## src/rtl/branch_seq_ctrl.sv

```systemverilog
// Conditional-branch sequencer: walks the datapath through EVAL, PC, ADD and LOAD
// with registered strobes, and keeps a saturating count of taken branches.
module branch_seq_ctrl #(
    parameter logic [4:0] OPCODE_BR = 5'b10010,
    parameter int         CNT_W     = 16
) (
    input  logic             clock,
    input  logic             clear,
    input  logic             start,
    input  logic [31:0]      ir,
    input  logic             hold,
    input  logic             con_q,
    output logic [1:0]       cond_sel,
    output logic [3:0]       ra_sel,
    output logic             r_out,
    output logic             con_in,
    output logic             pc_out,
    output logic             y_in,
    output logic             c_out,
    output logic             alu_add,
    output logic             z_in,
    output logic             zlo_out,
    output logic             pc_in,
    output logic             busy,
    output logic             done,
    output logic             taken,
    output logic             err,
    output logic [CNT_W-1:0] taken_cnt
);

    typedef enum logic [2:0] {
        IDLE = 3'd0,
        EVAL = 3'd1,
        PC   = 3'd2,
        ADD  = 3'd3,
        LOAD = 3'd4
    } state_t;

    typedef struct packed {
        logic r_out;
        logic con_in;
        logic pc_out;
        logic y_in;
        logic c_out;
        logic alu_add;
        logic z_in;
        logic zlo_out;
        logic pc_in;
        logic done;
    } strobes_t;

    state_t            state_q, state_d;
    strobes_t          str_q, str_d;
    logic [1:0]        cond_q, cond_d;
    logic [3:0]        ra_q, ra_d;
    logic [18:0]       cimm_q, cimm_d;
    logic              busy_q, busy_d;
    logic              err_q, err_d;
    logic              taken_q, taken_d;
    logic [CNT_W-1:0]  cnt_q, cnt_d;

    // Strobes are decoded from the state being entered, so each one is a flop
    // output that is valid for the whole cycle of its phase.
    always_comb begin
        state_d = state_q;
        str_d   = str_q;
        cond_d  = cond_q;
        ra_d    = ra_q;
        cimm_d  = cimm_q;
        busy_d  = busy_q;
        err_d   = err_q;
        taken_d = taken_q;
        cnt_d   = cnt_q;

        if (!(hold && state_q != IDLE)) begin
            str_d = '0;
            err_d = 1'b0;

            case (state_q)
                IDLE: begin
                    if (start && !hold) begin
                        if (ir[31:27] == OPCODE_BR) begin
                            cond_d  = ir[20:19];
                            ra_d    = ir[26:23];
                            cimm_d  = ir[18:0];
                            state_d = EVAL;
                        end else begin
                            err_d = 1'b1;
                        end
                    end
                end
                EVAL:    state_d = PC;
                PC:      state_d = ADD;
                ADD:     state_d = LOAD;
                LOAD:    state_d = IDLE;
                default: state_d = IDLE;
            endcase

            busy_d = (state_d != IDLE);

            case (state_d)
                EVAL: begin
                    str_d.r_out  = 1'b1;
                    str_d.con_in = 1'b1;
                end
                PC: begin
                    str_d.pc_out = 1'b1;
                    str_d.y_in   = 1'b1;
                end
                ADD: begin
                    str_d.c_out   = 1'b1;
                    str_d.alu_add = 1'b1;
                    str_d.z_in    = 1'b1;
                end
                LOAD: begin
                    // CON was latched at the end of EVAL, so it is settled here.
                    str_d.zlo_out = 1'b1;
                    str_d.pc_in   = con_q;
                    str_d.done    = 1'b1;
                    taken_d       = con_q;
                    if (con_q && (cnt_q != {CNT_W{1'b1}})) begin
                        cnt_d = cnt_q + CNT_W'(1);
                    end
                end
                default: ;
            endcase
        end
    end

    always_ff @(posedge clock) begin
        if (clear) begin
            state_q <= IDLE;
            str_q   <= '0;
            cond_q  <= '0;
            ra_q    <= '0;
            cimm_q  <= '0;
            busy_q  <= 1'b0;
            err_q   <= 1'b0;
            taken_q <= 1'b0;
            cnt_q   <= '0;
        end else begin
            state_q <= state_d;
            str_q   <= str_d;
            cond_q  <= cond_d;
            ra_q    <= ra_d;
            cimm_q  <= cimm_d;
            busy_q  <= busy_d;
            err_q   <= err_d;
            taken_q <= taken_d;
            cnt_q   <= cnt_d;
        end
    end

    // The C field is kept for the datapath's sign extender; ir[22:21] is reserved.
    logic unused_bits;
    assign unused_bits = ^{ir[22:21], cimm_q};

    assign cond_sel  = cond_q;
    assign ra_sel    = ra_q;
    assign r_out     = str_q.r_out;
    assign con_in    = str_q.con_in;
    assign pc_out    = str_q.pc_out;
    assign y_in      = str_q.y_in;
    assign c_out     = str_q.c_out;
    assign alu_add   = str_q.alu_add;
    assign z_in      = str_q.z_in;
    assign zlo_out   = str_q.zlo_out;
    assign pc_in     = str_q.pc_in;
    assign done      = str_q.done;
    assign busy      = busy_q;
    assign err       = err_q;
    assign taken     = taken_q;
    assign taken_cnt = cnt_q;

endmodule
```

## config.mk

```make
export PLATFORM = sky130hd
export DESIGN_NAME = branch_seq_ctrl
export DESIGN_NICKNAME = d
export VERILOG_FILES = /design/src/rtl/branch_seq_ctrl.sv
export SDC_FILE = /design/constraint.sdc
export NUM_CORES = 1
export LEC_CHECK = 0
export ABC_AREA = 1
export CAP_MARGIN = 15
export CORE_MARGIN = 5
export CORE_UTILIZATION = 40
export CTS_CLUSTER_SIZE = 24
export DETAILED_ROUTE_END_ITERATION = 8
export PLACE_DENSITY = 0.76
export SETUP_SLACK_MARGIN = 0.3
export SYNTH_ARGS = -nofsm -noshare
export SYNTH_HDL_FRONTEND = slang
export SYNTH_SLANG_ARGS = --single-unit
```

## constraint.sdc

```tcl
create_clock -name clock -period 4.4 [get_ports clock]
set_clock_uncertainty 0.05 [all_clocks]
set_input_delay 0.66 -clock clock [delete_from_list [all_inputs] [get_ports clock]]
set_output_delay 0.66 -clock clock [all_outputs]
set_load 0.03 [all_outputs]
```

==> out/results.txt <==
status = completed
CTS clock-pin slew for the worst setup and hold paths = 70 ps
setup TNS = 0 ps
sequential power share = 0.545
GRT Total Usage = 0.147
sw frac = 0.226
Setup Viol. Count Final = 0
P_int = 427 uW
Max VDD drop = 0.000131 V
remaining antenna violation count = 0
synth top area cells = dfxtp_1 (39%), nand2_1 (15%), nor2_1 (7.3%), a21oi_2 (4.6%), inv_1 (4.6%)
r2r startpoint = taken_cnt[1]
top-count cell post-synth = nand2_1
CTS Buffer Depth = 2
YS warnings = 0
final net count = 328
mux share of post-synthesis cell area = 0
RSZ-0062 raised after global routing = false
CP Cell Sequence = clkdlybuf4s50_1
first-pass GRT wire length = 6530 um
worst min path class = reg -> reg
Adder-Cell Fraction of Synth Area = 0.00735
Lkg Pwr = 0.000814 uW
worst setup path category = reg -> out
Critical Path Start = taken_cnt[13]
Mapped Area = 1700 um^2
Worst Path Buf+Inv = 1
grt total ovfl = 0
worst hold stages = 2
Max-Cap Viols = 0
Mapped Nets = 280
Seq cells post-synth = 33
number of flops mapped to enable cells by yosys = 0
crit share post-route = 0.497
Psw = 125 uW
endpoint class of the critical path = output pin
vias per cell = 4.82
stages on the worst setup path = 1
Max-slew headroom = 0.774
Starting Density = 0.420
Critical Path AT = 1480 ps
share of the synthesized area in the top cell type = 0.388
WP data required = 3690 ps
leading cell types by count after synthesis = nand2_1 (68), dfxtp_1 (33), nor2_1 (33)
crit-path max cell delay = 720 ps
Setup Buffers After CTS = 0
Die W = 75.2 um
total vias in the final route = 1,642
CTS tree = done
Skew-Pair Late Insertion Delay = 280 ps
Hold Buf Count CTS = 0
die height = 75.2 um
critical path launch point type = register
Die Footprint = 5660 um^2
Synth area leader = dfxtp_1
vias in the first global route = 1,496
fraction of layout cells with a size suffix above 1 = 0.0962
H-tree levels = 2
Syn Area/Cell = 7.04 um^2
DRT Pass-1 Iters = 4
Core Region = 4060 um^2
Distinct cells, synth = 29
register area share after synthesis = 0.388
Clock power frac = 0.393
CTS Root Cell = clkbuf_8
initial DRC count = 140
Final HPWL DP = 2900 um
Slew @ Worst Pin = 339 ps
# rows = 23
synth-to-layout area growth = 33.9%
final worst path period need = 2190 ps
Main synth FF type = dfxtp_1
DR WL/cell = 11.5 um
R2R cell count = 9
CP max FO = 7
Post-synth ARST share = 0
DRC Markers = 0
max-slew violation count = 0
Post-Synth XOR/XNOR Area = 0.0309
number of I/O pins = 72
WL final = 3920 um
Mapped Cells = 242
Combinational Power Share = 0.062
Synth Area in Compound Gates = 0.141
initial antenna violation count = 0
hold path startpoint = pc_in
Top delay family on crit path = buffers and inverters
largest net degree at the start of global routing = 22
post-synthesis simple-gate area fraction = 0.337
CTS Buf Count = 5
total power = 552 uW
count of port buffers added during placement = 50
RePlAce Congestion = 0.801
# diodes = 0
largest family of logic cells by synthesized area = simple AND/OR/NAND/NOR gates
clk sinks = 33
Slowest cell on crit path = clkdlybuf4s50_1
PwrDens = 242 nW/um^2
Max Clk Rate = 457 MHz
number of hold violations in the final report = 0
PostCTS Resize Cnt = 0
==> power by group through the flow <==
stage | combinational (uW) | sequential, uW | clock [uW]
6_report | 34.0 | 301 | 217
5_1_grt | 37.5 | 301 | 241
4_1_cts | 34.4 | 301 | 224
3_5_place_dp | 34.2 | 308 | 0
3_3_place_gp | 33.9 | 308 | 0
2_1_floorplan | 12.4 | 310 | 0
==> placed cells by master, fill, tap and decap left out, types with 3 or more instances in the layout <==
master | synthesis | routed
nand2_1 | 68 | 68
clkdlybuf4s50_1 | 0 | 50
nor2_1 | 33 | 33
dfxtp_1 | 33 | 33
inv_1 | 21 | 21
a21oi_1 | 15 | 15
o21ai_0 | 14 | 14
nand3_1 | 12 | 12
a21oi_2 | 9 | 9
nand4_1 | 6 | 6
clkbuf_8 | 0 | 5
xnor2_1 | 3 | 3
xor2_1 | 3 | 3
==> sequential cells by signal, summed over array words and instances, names as in the netlist <==
name	flops
cond_sel	2
taken_cnt	16
pc_in	1
state_q	3
err	1
c_out	1
taken	1
zlo_out	1
pc_out	1
ra_sel	4
busy	1
r_out	1
==> metal layers <==
layer | share of wire | GRT usage
met3 | 0.077 | 0.0387
met1 | 0.46 | 0.176
met2 | 0.45 | 0.255
met4 | 0.012 | 0.0485
met5 | 0 | 0
==> area by class of cell <==
type / count / area, um^2
clock buffers: 6 / 72.6
fillers: 415 / 1780
multi-input cells: 176 / 878
inverters: 23 / 88.8
flip-flops and latches: 33 / 661
well taps: 50 / 62.6
repair buffers: 51 / 508
clock inverters: 2 / 10.0
==> tightest hold or removal path, cell delays in order, from the launching register on <==
cell	delay [ps]
dfxtp_1	310
nand2_1	60
a21oi_1	50
==> final timing paths <==
kind / to / slack (ps)
max: taken_cnt[13] / 2210
min: pc_in / 420
max reg2reg: taken_cnt[10] / 2680
min reg2reg: pc_in / 420
==> cells by family after synthesis <==
kind of cell / Yosys count
AOI/OAI and AO/OA: 40
and+or+nand+nor: 129
DFF: 33
adders and majority gates: 1
xor gates and xnor gates: 6
buffers and inverters: 33
==> stage by stage <==
stage	instances	setup slack (ps)	util	cell area, um^2	hold WS (ps)
2_1_floorplan	242	2610	-	1700	400
3_3_place_gp	333	2080	0.542	2200	405
3_5_place_dp	333	2080	0.542	2200	407
4_1_cts	341	2200	0.562	2280	417
5_1_grt	341	2150	0.562	2280	433
6_report	341	2210	0.562	2280	416
Power figures use the tool's default switching activity.
